File: config.mk
export PLATFORM = sky130hd
export DESIGN_NAME = exp_bf16_pipe_flat
export DESIGN_NICKNAME = d
export VERILOG_FILES = /design/src/rtl/exp_bf16_pkg.sv /design/src/rtl/exp_bf16_if.sv /design/src/rtl/exp_bf16_lane.sv /design/src/rtl/exp_bf16_pipe.sv /design/src/flat_wrapper.sv
export SDC_FILE = /design/constraint.sdc
export NUM_CORES = 2
export LEC_CHECK = 0
export BUFFER_PORTS_ARGS = -buffer_cell sky130_fd_sc_hd__clkbuf_2
export CORE_UTILIZATION = 60
export CTS_BUF_LIST = sky130_fd_sc_hd__clkbuf_4 sky130_fd_sc_hd__clkbuf_8 sky130_fd_sc_hd__clkbuf_16
export DETAILED_ROUTE_END_ITERATION = 12
export HOLD_SLACK_MARGIN = 0.05
export PLACE_DENSITY = 0.78
export SLEW_MARGIN = 20
export SYNTH_ARGS = -nofsm -noshare
export SYNTH_HDL_FRONTEND = slang
export SYNTH_SLANG_ARGS = --single-unit
export TNS_END_PERCENT = 1
File: constraint.sdc
create_clock -name clk -period 6.84 [get_ports clk]
set_clock_uncertainty 0.15 [all_clocks]
set_input_delay 0.342 -clock clk [delete_from_list [all_inputs] [get_ports clk]]
set_output_delay 0.342 -clock clk [all_outputs]
set_load 0.01 [all_outputs]
File: src/rtl/exp_bf16_pkg.sv
// Shared types, constants and segment tables for the bf16 exp pipeline.
// Tables hold bf16 exp(+/-2^(e-127)) bases and slopes to the next segment.
package exp_bf16_pkg;

  localparam logic [15:0] BF16_ONE  = 16'h3F80;
  localparam logic [15:0] BF16_PINF = 16'h7F80;
  localparam logic [15:0] BF16_MAXF = 16'h7F7F;
  localparam logic [15:0] BF16_QNAN = 16'h7FC0;

  localparam int TBL_E_LO = 122;
  localparam int TBL_E_HI = 131;
  localparam int TBL_N    = TBL_E_HI - TBL_E_LO + 1;

  typedef struct packed {
    logic nan;
    logic ovf;
    logic unf;
  } exp_flags_t;

  typedef struct packed {
    logic [15:0]        base;
    logic signed [12:0] ofs;
  } exp_seg_t;

  // Last entry's slope targets exp(+/-32), the endpoint of the top segment.
  localparam exp_seg_t EXP_POS_TBL [TBL_N] = '{
    '{16'h3F84, 13'sd4},
    '{16'h3F88, 13'sd9},
    '{16'h3F91, 13'sd19},
    '{16'h3FA4, 13'sd47},
    '{16'h3FD3, 13'sd91},
    '{16'h402E, 13'sd190},
    '{16'h40EC, 13'sd366},
    '{16'h425A, 13'sd736},
    '{16'h453A, 13'sd1486},
    '{16'h4B08, 13'sd2952}
  };

  localparam exp_seg_t EXP_NEG_TBL [TBL_N] = '{
    '{16'h3F78, -13'sd8},
    '{16'h3F70, -13'sd14},
    '{16'h3F62, -13'sd27},
    '{16'h3F47, -13'sd44},
    '{16'h3F1B, -13'sd95},
    '{16'h3EBC, -13'sd177},
    '{16'h3E0B, -13'sd373},
    '{16'h3C96, -13'sd742},
    '{16'h39B0, -13'sd1470},
    '{16'h33F2, -13'sd2958}
  };

  function automatic exp_seg_t seg_lookup(
    input logic       s,
    input logic [3:0] k
  );
    exp_seg_t r;
    r = '0;
    if (k < 4'(TBL_N))
      r = s ? EXP_NEG_TBL[k] : EXP_POS_TBL[k];
    return r;
  endfunction

endpackage

File: src/rtl/exp_bf16_if.sv
// Valid/ready bundle carrying operands in and results plus flags out.
// The block side is the slave; the producer/consumer side is the master.
interface exp_bf16_if #(
  parameter int LANES = 4
);
  logic                   in_valid;
  logic                   in_ready;
  logic [16*LANES-1:0]    in_data;
  logic                   out_valid;
  logic                   out_ready;
  logic [16*LANES-1:0]    out_data;
  logic [3*LANES-1:0]     out_flags;

  modport slave (
    input  in_valid, in_data, out_ready,
    output in_ready, out_valid, out_data, out_flags
  );

  modport master (
    output in_valid, in_data, out_ready,
    input  in_ready, out_valid, out_data, out_flags
  );
endinterface

File: src/rtl/exp_bf16_lane.sv
// One lane of the bf16 exp datapath: classify/lookup, multiply, add/mux.
// All three register stages advance together on en.
module exp_bf16_lane
  import exp_bf16_pkg::*;
#(
  parameter int E_LO       = 122,
  parameter int E_HI       = 131,
  parameter bit SAT_FINITE = 1'b0
) (
  input  logic       clk,
  input  logic       rst_n,
  input  logic       en,
  input  logic [15:0] x,
  output logic [15:0] y,
  output exp_flags_t flags
);

  logic       s;
  logic [7:0] e;
  logic [6:0] m;
  assign {s, e, m} = x;

  logic c_nan, c_pinf, c_ninf;
  logic c_lo, c_povf, c_nunf;
  assign c_nan  = (e == 8'hFF) && (m != 7'd0);
  assign c_pinf = (e == 8'hFF) && (m == 7'd0) && !s;
  assign c_ninf = (e == 8'hFF) && (m == 7'd0) && s;
  assign c_lo   = e < 8'(E_LO);
  assign c_povf = (e != 8'hFF) && (e > 8'(E_HI)) && !s;
  assign c_nunf = (e != 8'hFF) && (e > 8'(E_HI)) && s;

  logic       sp;
  logic [15:0] sp_y;
  exp_flags_t sp_f;
  exp_seg_t   seg;

  always_comb begin
    sp   = 1'b1;
    sp_y = '0;
    sp_f = '0;
    unique case (1'b1)
      c_nan: begin
        sp_y     = BF16_QNAN;
        sp_f.nan = 1'b1;
      end
      c_pinf: begin
        sp_y     = BF16_PINF;
        sp_f.ovf = 1'b1;
      end
      c_ninf: sp_f.unf = 1'b1;
      c_lo:   sp_y = BF16_ONE;
      c_povf: begin
        sp_y     = SAT_FINITE ? BF16_MAXF : BF16_PINF;
        sp_f.ovf = 1'b1;
      end
      c_nunf: sp_f.unf = 1'b1;
      default: sp = 1'b0;
    endcase
  end

  assign seg = sp ? '0
             : seg_lookup(s, 4'(e - 8'(TBL_E_LO)));

  logic               s0_sp;
  logic [15:0]        s0_y;
  exp_flags_t         s0_f;
  logic [15:0]        s0_base;
  logic signed [12:0] s0_ofs;
  logic [6:0]         s0_m;

  logic               s1_sp;
  logic [15:0]        s1_y;
  exp_flags_t         s1_f;
  logic [15:0]        s1_base;
  logic signed [19:0] s1_prod;

  logic signed [19:0] prod;
  logic [15:0]        sum;

  assign prod = $signed({{7{s0_ofs[12]}}, s0_ofs})
              * $signed({13'b0, s0_m});

  // Arithmetic shift floors; wraparound of the add is the intended truncation.
  assign sum = s1_base + 16'(s1_prod >>> 7);

  always_ff @(posedge clk) begin
    if (!rst_n) begin
      s0_sp   <= 1'b0;
      s0_y    <= '0;
      s0_f    <= '0;
      s0_base <= '0;
      s0_ofs  <= '0;
      s0_m    <= '0;
      s1_sp   <= 1'b0;
      s1_y    <= '0;
      s1_f    <= '0;
      s1_base <= '0;
      s1_prod <= '0;
      y       <= '0;
      flags   <= '0;
    end else if (en) begin
      s0_sp   <= sp;
      s0_y    <= sp_y;
      s0_f    <= sp_f;
      s0_base <= seg.base;
      s0_ofs  <= seg.ofs;
      s0_m    <= m;
      s1_sp   <= s0_sp;
      s1_y    <= s0_y;
      s1_f    <= s0_f;
      s1_base <= s0_base;
      s1_prod <= prod;
      y       <= s1_sp ? s1_y : sum;
      flags   <= s1_sp ? s1_f : '0;
    end
  end

endmodule

File: src/rtl/exp_bf16_pipe.sv
// Multi-lane pipelined bf16 exp approximator with valid/ready flow control.
// A single enable moves every stage, so bubbles stay where they are.
module exp_bf16_pipe
  import exp_bf16_pkg::*;
#(
  parameter int LANES      = 4,
  parameter int E_LO       = 122,
  parameter int E_HI       = 131,
  parameter bit SAT_FINITE = 1'b0
) (
  input logic        clk,
  input logic        rst_n,
  exp_bf16_if.slave  bus
);

  if (E_LO < TBL_E_LO || E_HI > TBL_E_HI || E_HI < E_LO) begin : g_bad
    $error("exp_bf16_pipe: E_LO/E_HI outside segment table");
  end

  logic adv;
  logic v0, v1, v2;

  assign adv          = !v2 || bus.out_ready;
  assign bus.in_ready = adv;
  assign bus.out_valid = v2;

  always_ff @(posedge clk) begin
    if (!rst_n) begin
      v0 <= 1'b0;
      v1 <= 1'b0;
      v2 <= 1'b0;
    end else if (adv) begin
      v0 <= bus.in_valid;
      v1 <= v0;
      v2 <= v1;
    end
  end

  logic [15:0] y_l [LANES];
  exp_flags_t  f_l [LANES];

  for (genvar i = 0; i < LANES; i++) begin : g_lane
    exp_bf16_lane #(
      .E_LO       (E_LO),
      .E_HI       (E_HI),
      .SAT_FINITE (SAT_FINITE)
    ) u_lane (
      .clk   (clk),
      .rst_n (rst_n),
      .en    (adv),
      .x     (bus.in_data[16*i +: 16]),
      .y     (y_l[i]),
      .flags (f_l[i])
    );
    assign bus.out_data[16*i +: 16] = y_l[i];
    assign bus.out_flags[3*i +: 3]  = f_l[i];
  end

endmodule

File: src/flat_wrapper.sv
// flat-port wrapper written by rule: the top's interface ports become plain ports
module exp_bf16_pipe_flat import exp_bf16_pkg::*;
#(
  parameter int LANES      = 4,
  parameter int E_LO       = 122,
  parameter int E_HI       = 131,
  parameter bit SAT_FINITE = 1'b0
)
  (clk, rst_n, bus_in_valid, bus_in_data, bus_out_ready, bus_in_ready, bus_out_valid, bus_out_data, bus_out_flags);
  exp_bf16_if #(.LANES(LANES)) bus_i ();
  input logic clk;
  input logic rst_n;
  input wire logic [$bits(bus_i.in_valid)-1:0] bus_in_valid;
  input wire logic [$bits(bus_i.in_data)-1:0] bus_in_data;
  input wire logic [$bits(bus_i.out_ready)-1:0] bus_out_ready;
  output wire logic [$bits(bus_i.in_ready)-1:0] bus_in_ready;
  output wire logic [$bits(bus_i.out_valid)-1:0] bus_out_valid;
  output wire logic [$bits(bus_i.out_data)-1:0] bus_out_data;
  output wire logic [$bits(bus_i.out_flags)-1:0] bus_out_flags;
  assign bus_i.in_valid = bus_in_valid;
  assign bus_i.in_data = bus_in_data;
  assign bus_i.out_ready = bus_out_ready;
  assign bus_in_ready = bus_i.in_ready;
  assign bus_out_valid = bus_i.out_valid;
  assign bus_out_data = bus_i.out_data;
  assign bus_out_flags = bus_i.out_flags;
  exp_bf16_pipe #(.LANES(LANES), .E_LO(E_LO), .E_HI(E_HI), .SAT_FINITE(SAT_FINITE)) u_core (.clk(clk), .rst_n(rst_n), .bus(bus_i));
endmodule
==> metrics.md <==
| Metric | Value |
|---|---|
| Status | complete, no violations |
| Ys async rst share | 0% |
| Post-CTS Setup Bufs | 0 |
| # IOs | about 150 |
| Gpl congestion | between 0.9 and 1 |
| Period utilization | 76.2% |
| DRT iter0 DRCs | 1885 |
| WS Path Type | flop to flop |
| Total setup violations reported at the end of the flow | 0 |
| DR WL/cell | 16.7 um |
| Nets | 4355 |
| Initial antenna violation count | 2 |
| Largest net degree at the start of global routing | 165 |
| Cells after DPL | roughly 4400 |
| First-pass GRT wire length | 123000 um |
| Count of pins over their slew limit | 0 |
| Worst setup EP type | flop |
| Fin Hold WS | between 0.09 and 0.1 ns |
| DRC | 0 |
| Sequential area share after synthesis | roughly a quarter |
| Post-CTS Hold Fix Bufs | 31 |
| Share of cells above drive strength 1 | 7.18% |
| Hpwl dp | 54200 um |
| Number of max-cap violations | 0 |
| Fin. Hold Viols | 0 |
| H-tree lvl count | 2 |
| Area delta synth->final | 8.98% |
| Clk_lat worst skew | 0.57 ns |
| Post-route cell area | 0.0333 mm2 |
| Critical Path Fanout Max | 14 |
| Drt via density | between 5 and 6 |
| Syn_area_per_cell | 8.17 um2 |
| Total wire length | 74900 um |
| Yosys top cell area share | 24.3% |
| Initial Util | about three fifths |
| Top-count cell post-synth | nand2_1 |
| CTS clk-pin slew, worst paths | 0.06 ns |
| Startpoint types | flop |
| Cts repair resizes | 0 |
| Hold Crit Class | primary input to flop |
| Post-synthesis net count | 4314 |
| Top cells by count, synth | 510 x nand2_1, 422 x inv_1, 371 x dfxtp_1 |
| Tot GR Track Use | 28.7% |
| Setup_tns | 0 ns |
| RSZ-0062 raised after global routing | no |
| Placed cell areas | 0.0315 mm2 |
| Pwr/cell area | 166 mW/mm2 |
| Critical path arrival | 5.52 ns |
| Slew margin rel. | between 20% and 30% |
| Max Freq | 0.192 GHz |
| Clock root cell | clkbuf_16 |
| Total grt overflow | 0 |
| Total die area | 0.0519 mm2 |
| Post-synth EDFFs | 0 |
| ANT nets after route | 0 |
| CTS tree | yes |
| Height of the die | 228 um |
| Vias post-DR | 25500 |
| Synth warnings | 0 |
| Buffers on Ports | between 100 and 150 |
| Final cell count without fillers | 4487 |
| ANT cells | 0 |
| Core Region | ~0.050 mm2 |
| Worst vdd ir | 0.000137 V |
| Leak | 0.0154 uW |
| Vias in the first global route | 24600 |
| Count of mapped cells out of synthesis | 3742 |
| 1st-pass router iterations | 5 |
| Synth Flop Type | dfxtp_1 |
| Total power | between 5000 and 6000 uW |
| Worst-margin pin slew | around 1.1 ns |
| Netlist cell types | 80 |
| Fin crit period | about 5.2 ns |
| Site row count | 82 |
| Mapped Area | approximately 0.03 mm2 |
| Synth area leaders | dfxtp_1 24%, fa_1 18%, ha_1 9.3%, nand2_1 6.3%, and2_1 5.4% |
| Clock Tree Buf Depth | 3 |
| Die Width | about 230 um |
| Area leader, netlist | dfxtp_1 |
| Total CTS buffers | 43 |
| Yosys reg bits | 371 |
| Critical Path RT | 7.15 ns |
| Clk sink count | 371 |
[kinds of logic after synthesis]
logic type	synth area share (%)
adder cells (fa/ha/maj)	27.4
flip-flops	24.3
XOR/XNOR	3.44
buffers and inverters	7.72
AO/OA/AOI/OAI	17.3
multiplexers	0.495
AND/OR/NAND/NOR	19.3
[metrics by stage]
| stage | setup WS [ns] | utilization [%] |
|---|---|---|
| after global placement | 1.63 | 62.8 |
| final | 1.63 | 66.4 |
| after global routing | 1.25 | 66.4 |
| after floorplan | 1.87 | - |
| after detailed placement | 1.62 | 62.8 |
| after CTS | 1.61 | 66.3 |
[per-layer routing]
layer	global-route usage [%]	share of wire (%)	vias up
met2	47.9	47	723
met3	3.75	5.8	145
li1	-	-	12500
met5	0	0.031	-
met4	10.6	3.3	4
met1	38.0	44	12200
[power by group]
| part | internal [uW] | total [uW] | switching [uW] | leakage [uW] |
|---|---|---|---|---|
| Sequential | 2240 | 2350 | 110 | 0.00302 |
| Clock | 1410 | 2380 | 970 | 0.000734 |
| Combinational | 297 | 784 | 487 | 0.0117 |
[critical path, stage by stage (launching register included)]
cell      delay, ns
dfxtp_1        0.45
and2_1         0.24
fa_1           0.55
inv_1          0.06
fa_1           0.52
inv_1          0.05
fa_1           0.47
inv_1          0.05
fa_1           0.48
inv_1          0.04
ha_1           0.19
nor2_1         0.14
o211ai_1       0.17
and3_1         0.28
o31ai_1        0.45
o21ai_0        0.23
a211o_1        0.33
a32o_1         0.26
[cells in the final DEF, fill, tap and decap left out, types with 8 or more instances in the layout]
cell type / count
nand2_1: 510
inv_1: 421
dfxtp_1: 371
a21oi_1: 330
fa_1: 276
and2_1: 265
nor2_1: 256
ha_1: 228
o21ai_0: 177
clkbuf_2: 145
a22oi_1: 75
xnor2_1: 73
nand3_1: 69
nor3_1: 51
xor2_1: 47
clkbuf_16: 45
dlygate4sd3_1: 31
a211oi_1: 25
o211ai_1: 23
a21o_1: 22
o31ai_1: 20
a31oi_1: 19
o21bai_1: 19
and3_1: 17
a32oi_1: 17
or3_1: 15
mux2i_1: 14
buf_4: 14
nor2b_1: 13
nor4_1: 11
clkinv_2: 11
o21a_1: 10
o211a_1: 10
or4_1: 9
a211o_1: 9
nand2b_1: 9
nand4_1: 8
o311ai_0: 8
nand3b_1: 8
[state kept, by name, summed over array words and instances, names as in the netlist]
register,cells
u_core.g_lane.u_lane.s0_sp,4
u_core.g_lane.u_lane.s1_prod,52
u_core.v1,1
u_core.g_lane.u_lane.s1_f,8
u_core.g_lane.u_lane.s1_sp,4
u_core.g_lane.u_lane.s1_y,12
u_core.g_lane.u_lane.s0_f,12
u_core.g_lane.u_lane.s1_base,56
u_core.v0,1
u_core.g_lane.u_lane.s0_ofs,52
u_core.g_lane.u_lane.y,64
u_core.g_lane.u_lane.s0_y,8
u_core.g_lane.u_lane.s0_base,56
u_core.g_lane.u_lane.s0_m,28
u_core.bus.out_valid,1
u_core.g_lane.u_lane.flags,12
[final cells by class]
class                           instances  area, um2
Fill cell                            4299      16900
Sequential cell                       371       7430
Clock inverter                         21        205
Timing Repair Buffer                  192       1190
Inverter                              423       1600
Tap cell                              672        841
Multi-Input combinational cell       2752      20800
Clock buffer                           56       1250
[path summary, 6_finish.rpt]
check / startpoint / endpoint / slack [ns] / cells past startpoint
max reg2reg: u_core.g_lane[1].u_lane.s0_m[2]$_SDFFE_PN0P_ / u_core.g_lane[1].u_lane.s1_prod[15]$_SDFFE_PN0P_ / 1.63 / 17
min: bus_in_data[14] / u_core.g_lane[0].u_lane.s0_f[0]$_SDFFE_PN0P_ / 0.1 / 5
max: u_core.g_lane[1].u_lane.s0_m[2]$_SDFFE_PN0P_ / u_core.g_lane[1].u_lane.s1_prod[15]$_SDFFE_PN0P_ / 1.63 / 17
min reg2reg: u_core.g_lane[0].u_lane.s1_f[0]$_SDFFE_PN0P_ / u_core.g_lane[0].u_lane.s1_f[0]$_SDFFE_PN0P_ / 0.30 / 2
Power figures use the tool's default switching activity.
